**config.mk**
```make
export PLATFORM = sky130hd
export DESIGN_NAME = rep_add_mult_seq
export DESIGN_NICKNAME = d
export VERILOG_FILES = /design/src/rtl/rep_add_mult_seq.sv
export SDC_FILE = /design/constraint.sdc
export NUM_CORES = 1
export LEC_CHECK = 0
export ABC_AREA = 0
export CORE_ASPECT_RATIO = 2
export CORE_MARGIN = 2
export CORE_UTILIZATION = 40
export DETAILED_ROUTE_END_ITERATION = 8
export PLACE_DENSITY_LB_ADDON = 0.25
export RECOVER_POWER = 100
export SYNTH_ARGS = -nofsm -noshare
export SYNTH_HDL_FRONTEND = slang
export SYNTH_SLANG_ARGS = --single-unit
export TNS_END_PERCENT = 5
```
**constraint.sdc**
```tcl
create_clock -name clk -period 2.5 [get_ports clk]
set_input_delay 0.5 -clock clk [delete_from_list [all_inputs] [get_ports clk]]
set_output_delay 0.5 -clock clk [all_outputs]
set_load 0.02 [all_outputs]
```
**src/rtl/rep_add_mult_seq.sv**
```systemverilog
// rtl/rep_add_mult_seq.sv - sequential multiplier using repeated addition
//
// Purpose: multiplies a_in by b_in by adding the multiplicand into product
// once per clock while the multiplier counts down to zero. With SWAP_EN=1 the
// larger operand becomes the multiplicand, so the loop runs min(a,b) times.
//
// Ports:
//   clk      rising-edge clock
//   rst      synchronous active-high reset, highest priority
//   start    request a new multiply (accepted in IDLE or DONE)
//   abort    cancel a running multiply (honoured in RUN only)
//   a_in     multiplicand, captured on accepted start
//   b_in     multiplier, captured on accepted start
//   busy     high while in RUN
//   done     high while in DONE; product valid
//   product  accumulated product, 2*WIDTH bits
//   iter_cnt additions performed in the current/last operation

module rep_add_mult_seq #(
  parameter int WIDTH   = 8,
  parameter bit SWAP_EN = 1'b1
) (
  input  logic                 clk,
  input  logic                 rst,
  input  logic                 start,
  input  logic                 abort,
  input  logic [WIDTH-1:0]     a_in,
  input  logic [WIDTH-1:0]     b_in,
  output logic                 busy,
  output logic                 done,
  output logic [2*WIDTH-1:0]   product,
  output logic [WIDTH-1:0]     iter_cnt
);

  typedef enum logic [1:0] {
    IDLE = 2'd0,
    RUN  = 2'd1,
    DONE = 2'd2
  } state_t;

  state_t           state;
  state_t           state_nxt;
  logic [WIDTH-1:0] a_reg;
  logic [WIDTH-1:0] b_reg;
  logic             accept;
  logic             swap;

  // Ties do not swap: strict less-than.
  assign swap = SWAP_EN && (a_in < b_in);

  always_ff @(posedge clk) begin
    if (rst) begin
      state <= IDLE;
    end else begin
      state <= state_nxt;
    end
  end

  // busy/done depend only on the registered state, never on inputs.
  always_comb begin
    state_nxt = state;
    busy      = 1'b0;
    done      = 1'b0;
    accept    = 1'b0;
    case (state)
      IDLE: begin
        if (start) begin
          accept    = 1'b1;
          state_nxt = RUN;
        end
      end
      RUN: begin
        busy = 1'b1;
        if (abort) begin
          state_nxt = IDLE;
        end else if (b_reg == '0) begin
          state_nxt = DONE;
        end
      end
      DONE: begin
        done = 1'b1;
        if (start) begin
          accept    = 1'b1;
          state_nxt = RUN;
        end
      end
      default: begin
        state_nxt = IDLE;
      end
    endcase
  end

  // Datapath. The zero test on b_reg comes before the decrement, so b_reg
  // never wraps; the product width holds (2^W-1)^2 without overflow.
  always_ff @(posedge clk) begin
    if (rst) begin
      a_reg    <= '0;
      b_reg    <= '0;
      product  <= '0;
      iter_cnt <= '0;
    end else if (accept) begin
      a_reg    <= swap ? b_in : a_in;
      b_reg    <= swap ? a_in : b_in;
      product  <= '0;
      iter_cnt <= '0;
    end else if (state == RUN) begin
      if (abort) begin
        product  <= '0;
        iter_cnt <= '0;
      end else if (b_reg != '0) begin
        product  <= product + {{WIDTH{1'b0}}, a_reg};
        b_reg    <= b_reg - 1'b1;
        iter_cnt <= iter_cnt + 1'b1;
      end
    end
  end

endmodule

```
==> flow_summary_export.csv, run 1 <==
group,metric,value,unit
synth,syn_area,2920,sq um
sta,min_period,2.37,ns
route,wl,8.68,mm
power,powerDensity,502,nW/um^2
synth,synth_cell_types,60,
route,wl_per_cell,16.1,um
sta,finalSetupViolCount,0,
sta,skew,0.00370,ns
power,p_clk_frac,0.384,
power,switchingPower,0.553,mW
route,drt_pre_antenna_iters,4,
synth,synth_seq_cells,42,
clock_tree,cts_made_buffers,5,
synth,synth_cells,376,
critical_path,r2r_start,"product[0]",
placed_design,placed_area,3690,sq um
critical_path,r2r_cells,8,
min_path,hold_depth,1,
critical_path,cp_max_fo,7,
clock_tree,clock_latency,0.29,ns
critical_path,criticalPathCategory,"in2reg",
route,viasPerCell,5.77,
synth,synth_most_common_cell,"nor2_1",
clock_tree,clock_sinks,42,
global_routing,grt_pass1_wl,14.4,mm
run,cap_violations,0,
power,p_sw_frac,0.288,
placed_design,port_buffers,45,
finish,drive_gt1_frac,0.130,
power,internal_power,1.37,mW
placed_design,placed_cells,531,
finish,largest_reg_flops,16,
die,start_util,0.408,
critical_path,cp-start-kind,"input pin",
clock_tree,clk_path_buf_depth,2,
finish,design_area,3830,sq um
clock_tree,path_clk_slew,0.06,ns
finish,fillers,720,
critical_path,arrival,2.54,ns
route,vias,3108,
die,die_area,8040,sq um
global_routing,antenna_found_initial,0,
route,first_iter_violations,165,
synth,synthArstFlopShare,0,
finish,nets,485,
clock_tree,cts_setup_buffers,0,
finish,fin_cells,539,
sta,finalCritPeriodShare,0.947,
finish,multi_input_area,1880,sq um
critical_path,crit_required,2.67,ns
sta,layout_setup_ws,0.132,ns
run_status,status,"completed",
synth,yosysWarnings,0,
sta,max_freq,0.422,GHz
finish,largest_register,"product",
die,std_cell_rows,44,
route,postRouteAntennaNets,0,
critical_path,endpoint_kind,"flip-flop",
placed_design,pre_cts_slack,-0.132,ns
sta,tightest_slew,0.655,ns
die,num_io_pins,46,
clock_tree,ctsRootBufferMaster,"clkbuf_16",
synth,synthesis.nets,415,
clock_tree,cts_tree,"built",
power,p_seq_frac,0.382,
min_path,min_to,"iter_cnt[7]",
die,die_h,125,um
critical_path,r2r_end,"product[14]",
power,comb_power_share,0.234,
sta,maxSlewViolCount,0,
die,die_x,64.4,um
clock_tree,cts-htree-levels,2,
global_routing,grt_max_degree,17,
finish,n_antenna_cell,0,
clock_tree,cts_resized,0,
synth,yosys-top-cells-area,"dfxtp_1, ha_1, nor2_1",
placed_design,globalplace.congestion,0.944,
synth,syn_area_per_cell,7.77,sq um
min_path,min_from,"iter_cnt[7]",
sta,rsz0062_at_grt,"no",
finish,utilization,0.535,
sta,finalHoldViolations,0,
finish,syn_to_final_growth,31.1,%
sta,finalSetupTns,0,ns
sta,timing.hold.ws,0.474,ns
global_routing,overflow,0,
power,p_total,1.92,mW
global_routing,grt_pass1_vias,3041,
global_routing,grtUsageTotal,0.224,
power,leakage,1.64,nW
synth,synth_edf_count,0,
die,core_area,7160,sq um
synth,yosysTopAreaCellShare,0.288,
min_path,min_path_type,"reg2reg",
power,vdd_drop_max,331,uV
critical_path,r2r_setup_slack,0.21,ns
clock_tree,cts_hold_buf,0,
synth,synth_ff_type,"dfxtp_1",
route,drc,0,
finish,seq_area,841,sq um
synth,yosys.area.top_type,"dfxtp_1",
placed_design,detailed_place_hpwl,6.57,mm
synth,ys_seq_area_frac,0.288,
sta,slew_headroom,0.560,
synth,synth_common_cells,"nor2_1, dfxtp_1, a21oi_1, inv_1, o21ai_0",
## power by group through the flow
| stage | clock [mW] | sequential, mW | combinational (mW) |
|---|---|---|---|
| final | 0.737 | 0.734 | 0.450 |
| after global routing | 0.780 | 0.738 | 0.500 |
| after CTS | 0.752 | 0.732 | 0.461 |
| after detailed placement | 0 | 0.747 | 0.456 |
| after global placement | 0 | 0.745 | 0.442 |
| after floorplan | 0 | 0.739 | 0.286 |
## layout make-up
class                           instances  share of cell area
Timing Repair Buffer                   83               0.191
Multi-Input combinational cell        289               0.492
Inverter                               25              0.0245
Sequential cell                        42               0.219
Tap cell                               92              0.0300
Clock buffer                            5              0.0327
Clock inverter                          3              0.0105
## logic make-up after synthesis
family | after synthesis | share of synthesized area
AND/OR/NAND/NOR | 137 | 0.240
AO/OA/AOI/OAI | 124 | 0.297
buffers and inverters | 45 | 0.0608
flip-flops | 42 | 0.288
adder cells (fa/ha/maj) | 19 | 0.0839
multiplexers | 6 | 0.0214
XOR/XNOR | 3 | 0.00900
## routing by layer
layer | routed length [um] | track usage | up-vias
met2 | 4320 | 0.377 | 85
met1 | 3730 | 0.274 | 1449
met4 | 308 | 0.108 | 0
met5 | 0 | 0 | -
met3 | 329 | 0.0316 | 22
li1 | - | - | 1552
## worst max-delay path: stages
cell and delay, ns:
clkdlybuf4s50_1 0.47, inv_1 0.05, ha_1 0.28, a21o_1 0.18, a31oi_1 0.14, o21ai_1 0.15, or2_0 0.37, o311a_1 0.40
## worst max-delay path by stage
stage	start	end	slack, ns	depth (start not counted)
after floorplan	product[0]	product[14]	0.20	8
after global placement	b_in[2]	b_reg[4]	-0.08	8
after detailed placement	b_in[2]	b_reg[7]	-0.13	8
after CTS	b_in[2]	b_reg[7]	0.17	8
after global routing	b_in[2]	b_reg[7]	0.03	8
final	b_in[2]	b_reg[7]	0.13	8
## cell usage in the layout, fill, tap and decap left out, types with 4 or more instances in the layout
cell type / n
buf_4: 37
inv_1: 24
nor3b_1: 4
a311oi_1: 8
nor4_1: 8
o311a_1: 10
clkdlybuf4s50_1: 19
o21ai_0: 24
or2_2: 5
nand2b_1: 6
mux2i_1: 4
ha_1: 18
a32oi_1: 4
a21o_1: 5
o31ai_1: 6
a22oi_1: 4
o22ai_1: 10
a211oi_1: 6
or3_1: 9
nor2_1: 50
nand3_1: 13
dfxtp_1: 42
nand2_1: 15
a21oi_1: 29
clkbuf_16: 5
dlygate4sd3_1: 26
nor3_1: 6
(Power assumes the default switching activity.)
==> inputs of run 2 (changes only) <==
--- a/config.mk
+++ b/config.mk
@@ -7,7 +7,6 @@
 export LEC_CHECK = 0
 export ABC_AREA = 0
 export CORE_ASPECT_RATIO = 2
-export CORE_MARGIN = 2
 export CORE_UTILIZATION = 40
 export DETAILED_ROUTE_END_ITERATION = 8
 export PLACE_DENSITY_LB_ADDON = 0.25
==> flow_summary_export.csv, run 2 (synthesized netlist as in run 1, its figures left out) <==
group,metric,value,unit
placed_design,placed_area,3720,sq um
power,p_seq_frac,0.398,
route,wl_per_cell,16.5,um
clock_tree,clk_path_buf_depth,2,
finish,final_cell_mix,"nor2_1, dfxtp_1, buf_4, a21oi_1, dlygate4sd3_1",
placed_design,port_buffers,45,
power,p_clk_frac,0.343,
global_routing,grtUsageTotal,0.249,
critical_path,cpMaxStageDelayCell,"clkbuf_1",
finish,design_area,3840,sq um
route,drc,0,
global_routing,busiest_layer,"met2",
sta,timing.hold.ws,0.482,ns
die,core_area,6990,sq um
critical_path,cp_max_fo,10,
sta,finalSetupTns,0,ns
critical_path,cp_top_family,"buffers and inverters",
global_routing,grt_max_degree,16,
power,internal_power,1.28,mW
sta,skew,0.00398,ns
power,switchingPower,0.555,mW
power,powerDensity,477,nW/um^2
die,die_h,123,um
min_path,hold_depth,1,
critical_path,endpoint_kind,"flip-flop",
clock_tree,cts_tree,"built",
min_path,min_to,"iter_cnt[7]",
critical_path,slowest_delay,0.46,ns
sta,slew_headroom,0.486,
min_path,min_from,"iter_cnt[7]",
sta,maxSlewViolCount,0,
die,start_util,0.418,
placed_design,placed_cells,533,
run,cap_violations,0,
global_routing,met1_usage,0.233,
power,comb_power_share,0.259,
run_status,status,"completed",
route,drt_pre_antenna_iters,4,
clock_tree,cts_setup_buffers,0,
placed_design,globalplace.congestion,0.986,
sta,rsz0062_at_grt,"no",
clock_tree,cts_resized,0,
critical_path,criticalPathCategory,"in2reg",
sta,finalCritPeriodShare,0.923,
placed_design,detailed_place_hpwl,7.05,mm
route,first_iter_violations,201,
sta,tightest_slew,0.765,ns
global_routing,antenna_found_initial,0,
route,wl,8.89,mm
clock_tree,clock_latency,0.29,ns
critical_path,arrival,2.51,ns
route,postRouteAntennaNets,0,
critical_path,crit_buf_inv,2,
sta,finalHoldViolations,0,
sta,finalSetupViolCount,0,
power,vdd_drop_max,228,uV
critical_path,crit_chain,"clkdlybuf4s50_1, or3b_1, a21oi_1, clkbuf_1, xnor2_1, o21ai_0, a211oi_1",
critical_path,r2r_end,"product[8]",
finish,largest_register,"product",
route,vias,3171,
critical_path,cp-start-kind,"input pin",
clock_tree,cts_hold_buf,0,
critical_path,r2r_cells,7,
die,std_cell_rows,43,
clock_tree,path_clk_slew,0.06,ns
finish,nets,489,
clock_tree,ctsRootBufferMaster,"clkbuf_16",
power,p_sw_frac,0.303,
route,viasPerCell,5.87,
critical_path,r2r_setup_slack,0.19,ns
die,num_io_pins,46,
global_routing,use_met2,0.504,
sta,max_freq,0.433,GHz
finish,largest_reg_flops,16,
global_routing,overflow,0,
finish,drive_gt1_frac,0.140,
finish,n_antenna_cell,0,
clock_tree,clock_sinks,42,
critical_path,r2r_start,"b_reg[0]",
sta,min_period,2.31,ns
min_path,min_path_type,"reg2reg",
clock_tree,cts_made_buffers,5,
finish,syn_to_final_growth,31.5,%
die,die_area,7670,sq um
finish,fin_cells,540,
power,leakage,1.65,nW
clock_tree,cts-htree-levels,2,
global_routing,grt_pass1_vias,3153,
global_routing,grtUsageMet3,0.0335,
critical_path,crit_required,2.71,ns
global_routing,grt_pass1_wl,14.9,mm
finish,final_common_cell,"nor2_1",
die,die_x,62.4,um
-- run 2: cell types whose count changed in the layout (fill, tap and decap cells not counted), sizes merged --
cell / before / now
buf: 37 / 39
bufinv: 1 / 0
clkbuf: 6 / 10
clkinv: 3 / 1
-- run 2: metal layers --
metal	share of wire	wire [um]
met5	0	0
met4	0.037	332
met3	0.028	247
met2	0.58	5180
met1	0.35	3130
-- run 2: worst max path at each step --
stage	startpoint	slack, ns	depth (start not counted)	to
floorplan	product[0]	0.20	8	product[14]
global placement	b_in[2]	-0.02	8	b_reg[7]
detailed placement	b_in[2]	-0.09	9	b_reg[3]
CTS	product[0]	0.20	8	product[14]
global route	b_in[2]	0.01	9	b_reg[3]
finish	abort	0.19	7	b_reg[0]
-- run 2: per-stage QoR --
stage	util	power, mW	setup WS, ns
2_1_floorplan	-	1.02	0.197
4_1_cts	0.551	1.84	0.196
6_report	0.549	1.83	0.192
5_1_grt	0.549	1.91	0.0105
3_3_place_gp	0.532	1.21	-0.0243
3_5_place_dp	0.532	1.22	-0.0924
-- run 2: power groups by stage --
stage               sequential [mW]  clock, mW  combinational [mW]
finish                        0.729      0.629               0.474
global route                  0.734      0.661               0.518
CTS                           0.729      0.634               0.476
detailed placement            0.744          0               0.474
global placement              0.742          0               0.466
floorplan                     0.739          0               0.286
-- run 2: cell type report --
cell class / instances / area [sq um]
inverters: 25 / 93.8
clock buffers: 7 / 133
multi-input cells: 289 / 1910
flip-flops and latches: 42 / 841
well taps: 90 / 113
repair buffers: 87 / 757
fillers: 691 / 3150
-- run 2: worst register-to-register path: stages, from the launching register on --
cell     delay (ns)
dfxtp_1        0.31
inv_1          0.12
ha_1           0.26
or3b_2         0.55
o31ai_4        0.32
and2_1         0.46
a21oi_1        0.08
o21ai_1        0.14
